--- src/rtl/nwr_req_sched_if.sv ---
// Header and response channels between the request scheduler and the NWRITE framer.
// The scheduler holds the master modport; the framer/response side holds the slave modport.
interface nwr_req_sched_if #(
   parameter int ADDR_WIDTH = 34,
   parameter int TID_WIDTH  = 8
);
   logic                  hdr_valid_out;
   logic                  hdr_ready_in;
   logic [TID_WIDTH-1:0]  hdr_tid_out;
   logic [ADDR_WIDTH-1:0] hdr_addr_out;
   logic [7:0]            hdr_size_out;
   logic [15:0]           hdr_dest_out;
   logic                  resp_valid_in;
   logic [3:0]            resp_status_in;
   logic                  resp_ready_out;

   modport master (
      output hdr_valid_out, hdr_tid_out, hdr_addr_out, hdr_size_out, hdr_dest_out,
      output resp_ready_out,
      input  hdr_ready_in, resp_valid_in, resp_status_in
   );

   modport slave (
      input  hdr_valid_out, hdr_tid_out, hdr_addr_out, hdr_size_out, hdr_dest_out,
      input  resp_ready_out,
      output hdr_ready_in, resp_valid_in, resp_status_in
   );
endinterface

--- src/rtl/nwr_req_sched.sv ---
// Splits one user message into 256-byte NWRITE packets, issues a header per packet,
// gates the reader's fetch and tracks outstanding responses against a credit limit.
module nwr_req_sched #(
   parameter int ADDR_WIDTH      = 34,
   parameter int MAX_OUTSTANDING = 8,
   parameter int TID_WIDTH       = 8
) (
   input  logic                  clk,
   input  logic                  reset_n,
   input  logic                  start_in,
   input  logic [ADDR_WIDTH-1:0] base_addr_in,
   input  logic [15:0]           dest_id_in,
   output logic                  busy_out,
   output logic                  done_out,
   output logic                  err_out,
   output logic                  fetch_data_out,
   input  logic                  pack_tlast_in,
   input  logic                  msg_tlast_in,
   input  logic                  tvalid_in,
   input  logic                  tready_in,
   input  logic [7:0]            data_len_in,
   nwr_req_sched_if.master       bus
);

   typedef enum logic [2:0] {
      IDLE,
      HDR,
      DATA,
      CREDIT,
      DRAIN
   } state_t;

   localparam logic [7:0] MAX_OUT = 8'(MAX_OUTSTANDING);

   state_t                 state;
   logic [ADDR_WIDTH-1:0]  base_q;
   logic [ADDR_WIDTH-9:0]  pack_idx;
   logic [15:0]            dest_q;
   logic [TID_WIDTH-1:0]   tid;
   logic [7:0]             outstanding;
   logic [7:0]             outstanding_nxt;
   logic                   sticky_err;
   logic                   sticky_err_nxt;
   logic                   hdr_valid_q;
   logic                   fetch_q;
   logic                   busy_q;
   logic                   done_q;
   logic                   err_q;
   logic                   resp_ready_q;
   logic                   hdr_accept;
   logic                   resp_fire;
   logic                   pkt_end;
   logic                   credit_ok;

   // Credit decisions look at the post-response count so a response frees a slot in the same cycle.
   always_comb begin
      hdr_accept      = hdr_valid_q & bus.hdr_ready_in;
      resp_fire       = bus.resp_valid_in & resp_ready_q;
      pkt_end         = (state == DATA) & tvalid_in & tready_in & pack_tlast_in;
      outstanding_nxt = outstanding;
      if (hdr_accept && !resp_fire) begin
         outstanding_nxt = outstanding + 8'd1;
      end else if (!hdr_accept && resp_fire && (outstanding != 8'd0)) begin
         outstanding_nxt = outstanding - 8'd1;
      end
      sticky_err_nxt = sticky_err |
                       (resp_fire & ((bus.resp_status_in != 4'd0) | (outstanding == 8'd0)));
      credit_ok      = outstanding_nxt < MAX_OUT;
   end

   always_ff @(posedge clk or negedge reset_n) begin
      if (!reset_n) begin
         state        <= IDLE;
         base_q       <= '0;
         pack_idx     <= '0;
         dest_q       <= '0;
         tid          <= '0;
         outstanding  <= '0;
         sticky_err   <= 1'b0;
         hdr_valid_q  <= 1'b0;
         fetch_q      <= 1'b0;
         busy_q       <= 1'b0;
         done_q       <= 1'b0;
         err_q        <= 1'b0;
         resp_ready_q <= 1'b0;
      end else begin
         resp_ready_q <= 1'b1;
         done_q       <= 1'b0;
         err_q        <= 1'b0;
         outstanding  <= outstanding_nxt;
         sticky_err   <= sticky_err_nxt;
         if (hdr_accept) begin
            tid      <= tid + TID_WIDTH'(1);
            pack_idx <= pack_idx + (ADDR_WIDTH-8)'(1);
         end
         case (state)
            IDLE: begin
               if (start_in) begin
                  base_q      <= base_addr_in;
                  dest_q      <= dest_id_in;
                  pack_idx    <= '0;
                  sticky_err  <= 1'b0;
                  busy_q      <= 1'b1;
                  hdr_valid_q <= 1'b1;
                  state       <= HDR;
               end
            end
            HDR: begin
               if (hdr_accept) begin
                  hdr_valid_q <= 1'b0;
                  fetch_q     <= 1'b1;
                  state       <= DATA;
               end
            end
            DATA: begin
               if (pkt_end) begin
                  fetch_q <= 1'b0;
                  if (msg_tlast_in) begin
                     state <= DRAIN;
                  end else if (credit_ok) begin
                     hdr_valid_q <= 1'b1;
                     state       <= HDR;
                  end else begin
                     state <= CREDIT;
                  end
               end
            end
            CREDIT: begin
               if (credit_ok) begin
                  hdr_valid_q <= 1'b1;
                  state       <= HDR;
               end
            end
            DRAIN: begin
               if (outstanding_nxt == 8'd0) begin
                  done_q <= 1'b1;
                  err_q  <= sticky_err_nxt;
                  busy_q <= 1'b0;
                  state  <= IDLE;
               end
            end
            default: state <= IDLE;
         endcase
      end
   end

   // Packet address is derived from the index so it wraps naturally at the address width.
   assign bus.hdr_addr_out   = base_q + {pack_idx, 8'h00};
   assign bus.hdr_size_out   = hdr_valid_q ? data_len_in : 8'h00;
   assign bus.hdr_valid_out  = hdr_valid_q;
   assign bus.hdr_tid_out    = tid;
   assign bus.hdr_dest_out   = dest_q;
   assign bus.resp_ready_out = resp_ready_q;
   assign busy_out           = busy_q;
   assign done_out           = done_q;
   assign err_out            = err_q;
   assign fetch_data_out     = fetch_q;

endmodule

--- src/flat_wrapper.sv ---
// flat-port wrapper written by rule: the top's interface ports become plain ports
module nwr_req_sched_flat 
#(
   parameter int ADDR_WIDTH      = 34,
   parameter int MAX_OUTSTANDING = 8,
   parameter int TID_WIDTH       = 8
)
  (clk, reset_n, start_in, base_addr_in, dest_id_in, busy_out, done_out, err_out, fetch_data_out, pack_tlast_in, msg_tlast_in, tvalid_in, tready_in, data_len_in, bus_hdr_valid_out, bus_hdr_tid_out, bus_hdr_addr_out, bus_hdr_size_out, bus_hdr_dest_out, bus_resp_ready_out, bus_hdr_ready_in, bus_resp_valid_in, bus_resp_status_in);
  nwr_req_sched_if #(.ADDR_WIDTH(ADDR_WIDTH), .TID_WIDTH(TID_WIDTH)) bus_i ();
  input  logic clk;
  input  logic reset_n;
  input  logic start_in;
  input  logic [ADDR_WIDTH-1:0] base_addr_in;
  input  logic [15:0] dest_id_in;
  output logic busy_out;
  output logic done_out;
  output logic err_out;
  output logic fetch_data_out;
  input  logic pack_tlast_in;
  input  logic msg_tlast_in;
  input  logic tvalid_in;
  input  logic tready_in;
  input  logic [7:0] data_len_in;
  output wire logic [$bits(bus_i.hdr_valid_out)-1:0] bus_hdr_valid_out;
  output wire logic [$bits(bus_i.hdr_tid_out)-1:0] bus_hdr_tid_out;
  output wire logic [$bits(bus_i.hdr_addr_out)-1:0] bus_hdr_addr_out;
  output wire logic [$bits(bus_i.hdr_size_out)-1:0] bus_hdr_size_out;
  output wire logic [$bits(bus_i.hdr_dest_out)-1:0] bus_hdr_dest_out;
  output wire logic [$bits(bus_i.resp_ready_out)-1:0] bus_resp_ready_out;
  input wire logic [$bits(bus_i.hdr_ready_in)-1:0] bus_hdr_ready_in;
  input wire logic [$bits(bus_i.resp_valid_in)-1:0] bus_resp_valid_in;
  input wire logic [$bits(bus_i.resp_status_in)-1:0] bus_resp_status_in;
  assign bus_hdr_valid_out = bus_i.hdr_valid_out;
  assign bus_hdr_tid_out = bus_i.hdr_tid_out;
  assign bus_hdr_addr_out = bus_i.hdr_addr_out;
  assign bus_hdr_size_out = bus_i.hdr_size_out;
  assign bus_hdr_dest_out = bus_i.hdr_dest_out;
  assign bus_resp_ready_out = bus_i.resp_ready_out;
  assign bus_i.hdr_ready_in = bus_hdr_ready_in;
  assign bus_i.resp_valid_in = bus_resp_valid_in;
  assign bus_i.resp_status_in = bus_resp_status_in;
  nwr_req_sched #(.ADDR_WIDTH(ADDR_WIDTH), .MAX_OUTSTANDING(MAX_OUTSTANDING), .TID_WIDTH(TID_WIDTH)) u_core (.clk(clk), .reset_n(reset_n), .start_in(start_in), .base_addr_in(base_addr_in), .dest_id_in(dest_id_in), .busy_out(busy_out), .done_out(done_out), .err_out(err_out), .fetch_data_out(fetch_data_out), .pack_tlast_in(pack_tlast_in), .msg_tlast_in(msg_tlast_in), .tvalid_in(tvalid_in), .tready_in(tready_in), .data_len_in(data_len_in), .bus(bus_i));
endmodule
--- config.mk ---
export PLATFORM = sky130hd
export DESIGN_NAME = nwr_req_sched_flat
export DESIGN_NICKNAME = d
export VERILOG_FILES = /design/src/rtl/nwr_req_sched_if.sv /design/src/rtl/nwr_req_sched.sv /design/src/flat_wrapper.sv
export SDC_FILE = /design/constraint.sdc
export NUM_CORES = 1
export LEC_CHECK = 0
export ABC_AREA = 1
export BUFFER_PORTS_ARGS = -buffer_cell sky130_fd_sc_hd__buf_2
export CAP_MARGIN = 20
export CORE_ASPECT_RATIO = 1.1
export CORE_MARGIN = 2
export CORE_UTILIZATION = 44
export DETAILED_ROUTE_END_ITERATION = 10
export GPL_TIMING_DRIVEN = 0
export MAX_ROUTING_LAYER = met4
export PLACE_DENSITY = 0.67
export SETUP_SLACK_MARGIN = 0.2
export SYNTH_ARGS = -nofsm -noshare
export SYNTH_HDL_FRONTEND = slang
export SYNTH_SLANG_ARGS = --single-unit
--- constraint.sdc ---
create_clock -name clk -period 2.59 [get_ports clk]
set_input_delay 0.3885 -clock clk [delete_from_list [all_inputs] [get_ports clk]]
set_output_delay 0.3885 -clock clk [all_outputs]
set_load 0.02 [all_outputs]
==> results.txt <==
The flow ran to the end, but the final reports show violations. The final reports fail on setup timing. The cell at the root of the clock tree is sky130_fd_sc_hd__clkbuf_16. Port buffering added 142 buffers. The cell count after synthesis is 813. The number of maximum-capacitance constraint violations is 0. The arrival time at the worst endpoint is ~2.5 ns.

The antenna violation net count after detailed routing is 0. The tightest hold margin is 0.0391 ns. The most numerous cell type found on the critical path is sky130_fd_sc_hd__buf_4. The placed wire-length estimate is roughly 11,000 µm.

The floorplan die area is roughly 15,000 µm². In this run the critical register-to-register path is captured at u_core.pack_idx[22]. The maximum clock insertion buffer count is 2. The worst setup slack after layout came out at -0.248 ns. Ranked by total cell area, the synthesized netlist is headed by sky130_fd_sc_hd__dfrtp_1, sky130_fd_sc_hd__nand2_1, sky130_fd_sc_hd__ha_1, sky130_fd_sc_hd__inv_1, sky130_fd_sc_hd__xor2_1.

In this run, the number of DRC markers left after iteration 0 of detailed routing was between 200 and 300. The global route total overflow is 0. Walking the worst path, the cells encountered are ha_4, a21oi_2, o21ai_2, nor2_2, o21ai_2, buf_4, buf_4, buf_6, buf_6, xor2_2, buf_4.

The worst path buffer plus inverter count is 5. The worst hold path belongs to the class in -> async. The final weighted congestion in routability-driven placement came out at ~0.90. The analysis attributes to cell leakage a power of ~0.0046 µW. The total number of placement rows came out at between 40 and 50.

The part of the cycle the worst path needs came out at 110%. The die height came out at between 100 and 150 µm. The area of the mapped netlist came out at 6290 µm². The largest delay contributor family on the critical path is buffers and inverters. The final number of hold-violating endpoints was 0.

After synthesis, the mean cell area works out to approximately 7.7 µm². STA classifies the critical path endpoint as an output port. At the later pin of the worst-skew pair, clock insertion delay measures between 0.3 and 0.4 ns. met2 is the most crowded layer. The H-tree generated during clock tree synthesis spans 3 levels. The total via count in the routed design came out at roughly 6,100. The minimum clock period after layout came out at around 2.8 ns. The register-to-register setup slack is 0.34 ns. The number of warning messages in the yosys log is 0. The horizontal die dimension came out at about 120 µm. The critical setup path kind is reg -> out. The synthesized design spends more area on one cell type than any other, namely sky130_fd_sc_hd__dfrtp_1.

The maximum clock frequency came out at 352 MHz. The number of nets in the layout is ~1,100. The signed area change from the synthesized netlist to the final layout is 42.2%. The number of global-route vias before repair came out at a little under 6,000. The number of primary I/O pins came out at about 140. The count of flip-flops with a built-in enable after synthesis came out at 0.

Counting cells, the worst reg-to-reg path comes to 10. In this design, the stage delay of the slowest critical-path cell is around 0.42 ns. The worst setup path is launched from a flop. The ratio of total power to cell area is roughly 1100 nW/µm². Global routing consumed, on the met1 layer, between 20% and 30% of the routing resources. The number of clock buffers added by TritonCTS is 9.

For met2 alone, demand over resource in global routing was a little over 40%. The clock transition at the registers of the reported paths is 0.08 ns. The most frequently used flop master after synthesis is sky130_fd_sc_hd__dfrtp_1. The tightest slew margin relative to the limit is 56.4%.

Entering global routing, the biggest net connects 54 pins. The routed design has 17,500 µm of wire. The total of hold buffers inserted after clock tree synthesis is 0. After synthesis, the largest area contributor takes up between 40 and 50% of total cell area. The starting utilization of the core area is between 40% and 50%.

Using the TritonRoute via totals, the vias-per-cell ratio works out to ~5.0. The design draws about 9400 µW. The post-synth net total came out at between 900 and 1,000.

For this run, the share of the core covered by cells in the final layout is 64.4%. The async set or reset register ratio after synthesis came out at 100%. sky130_fd_sc_hd__nand2_1 is the most common cell in the netlist.

The total clock sinks came out at approximately 100. Across the routed clock network, the largest skew measured is about 0.0062 ns. The proportion of layout cells with a drive suffix above 1 is 39.4%. The wire length of the first global-routing pass is about 28,000 µm. The startpoint identified for the worst register-to-register timing path is u_core.pack_idx[1]. For this run, design rule violations remaining after detail routing come to 0.

Along the worst path, the maximum fanout reaches 4. The number of distinct standard cells referenced by the synthesized netlist came out at 47. On the critical path, the stage with the largest delay is an instance of sky130_fd_sc_hd__dfrtp_1. Setup repair after global routing could not meet its margin everywhere. The final routed wire length divided by cell count came out at approximately 14 µm.

The number of antenna repair diodes came out at 0. TritonCTS built the clock tree. The overall track demand over capacity in global routing is approximately a quarter. The pin slew with the least headroom to its limit came out at about 0.65 ns. The commonest cells after synthesis are sky130_fd_sc_hd__nand2_1, sky130_fd_sc_hd__dfrtp_1, sky130_fd_sc_hd__inv_1. The final count of pins violating max slew came out at 0. Summing the sequential cell areas from Yosys gives about two fifths of the chip area. The number of antenna violations at the first check in global routing came out at 0. For this run, the detailed router's first-pass iteration total came to 5. The met3 track demand over resource came out at between 2 and 3%. Setup violations remaining at the end of the flow were counted as 17. The standard cell core area is approximately 14,000 µm². The number of synthesized register bits came out at 102.

The endpoint required time on the critical path came out at about 2.2 ns. The maximum vdd drop came out at about 0.52 mV.
-- flip-flops by register name, summed over array words and instances, names as in the netlist, 3 cells and up --
signal	flops
u_core.state	3
u_core.bus.hdr_dest_out	16
u_core.base_q	34
u_core.bus.hdr_tid_out	8
u_core.outstanding	8
u_core.pack_idx	26
-- area by class of cell --
class,instances,area (µm²)
Fill cell,1213,4960
Multi-Input combinational cell,605,4060
Sequential cell,102,2570
Timing Repair Buffer,198,1290
Inverter,81,319
Tap cell,188,235
Clock buffer,10,229
Buffer,25,144
Clock inverter,6,92.6
-- stage by stage --
| step | TNS [ns] | cells | cell area (µm²) | worst slack (ns) |
|---|---|---|---|---|
| final | -2.30 | 1215 | 8950 | -0.248 |
| after global routing | -3.93 | 1215 | 8950 | -0.346 |
| after CTS | -1.34 | 1189 | 8470 | -0.232 |
| after detailed placement | -1.30 | 1144 | 7330 | -0.240 |
| after global placement | -5.37 | 1143 | 7300 | -0.270 |
| after floorplan | 0 | 813 | 6360 | 0.159 |
-- power breakdown --
group	internal [µW]	total, µW	switching, µW	leakage [µW]
Clock	857	1510	652	0.000155
Combinational	2160	5260	3100	0.00320
Sequential	2150	2640	488	0.00127
Total	5170	9410	4240	0.00462
-- how the worst max path moves through the flow --
stage | start | endpoint | slack (ns) | cells after the start
after CTS | u_core.pack_idx[0] | bus_hdr_addr_out[26] | -0.23 | 13
after global routing | u_core.base_q[8] | bus_hdr_addr_out[26] | -0.35 | 13
after global placement | u_core.pack_idx[0] | bus_hdr_addr_out[32] | -0.27 | 10
after floorplan | u_core.pack_idx[0] | bus_hdr_addr_out[24] | 0.16 | 12
final | u_core.pack_idx[5] | bus_hdr_addr_out[16] | -0.25 | 11
after detailed placement | u_core.pack_idx[0] | bus_hdr_addr_out[32] | -0.24 | 10
-- logic make-up after synthesis --
group,share of synthesized area [%]
other cells,0.0596
fa+ha+maj,6.28
compound gates,7.89
flops,40.6
simple gates,32.3
xor+xnor,5.57
buf+inv,7.36
-- cell usage in the layout (no fill, tap or decap), types with 3 or more instances in the layout --
master                      synthesis  layout
sky130_fd_sc_hd__o21ai_2            0       8
sky130_fd_sc_hd__nand2_1          283     262
sky130_fd_sc_hd__clkbuf_16          0       9
sky130_fd_sc_hd__ha_4               0      25
sky130_fd_sc_hd__inv_2              4      10
sky130_fd_sc_hd__a21oi_4            0       6
sky130_fd_sc_hd__o21a_1             3       3
sky130_fd_sc_hd__nor3_2             2       3
sky130_fd_sc_hd__dfrtp_1          102      84
sky130_fd_sc_hd__xor2_2             0       8
sky130_fd_sc_hd__dfrtp_2            0      18
sky130_fd_sc_hd__nand2_4            4       6
sky130_fd_sc_hd__ha_1              30       5
sky130_fd_sc_hd__nand3_1           36      26
sky130_fd_sc_hd__nor2_2             6      11
sky130_fd_sc_hd__nor3_4             3       5
sky130_fd_sc_hd__nand4_1            9       9
sky130_fd_sc_hd__o21ai_0           25      14
sky130_fd_sc_hd__a21oi_2            1      15
sky130_fd_sc_hd__a21o_1             3       3
sky130_fd_sc_hd__buf_4              9      63
sky130_fd_sc_hd__a21oi_1           49      29
sky130_fd_sc_hd__inv_1             75      69
sky130_fd_sc_hd__clkbuf_1          13      14
sky130_fd_sc_hd__nand2_2            9      28
sky130_fd_sc_hd__nand3_2            3      12
sky130_fd_sc_hd__buf_2              1     121
sky130_fd_sc_hd__nor2_4             3       5
sky130_fd_sc_hd__o21ai_1            4       6
sky130_fd_sc_hd__nor3_1            15      12
sky130_fd_sc_hd__buf_6              2      25
sky130_fd_sc_hd__nor2_1            52      45
sky130_fd_sc_hd__xor2_1            30      22
sky130_fd_sc_hd__xnor2_2            0       4
sky130_fd_sc_hd__xnor2_1           10       5
-- what timing repair did --
action,CTS,global route
endpoints found under the setup margin,22,24
pin swaps,26,36
gates resized for setup,125,72
setup buffers,29,26
-- routing by layer --
layer	share of wire [%]	up-vias
li1	-	3007
met1	41	2858
met2	52	159
met3	3.9	36
met4	2.6	0
met5	0	-
No activity file was read; power rests on OpenSTA's default activity.
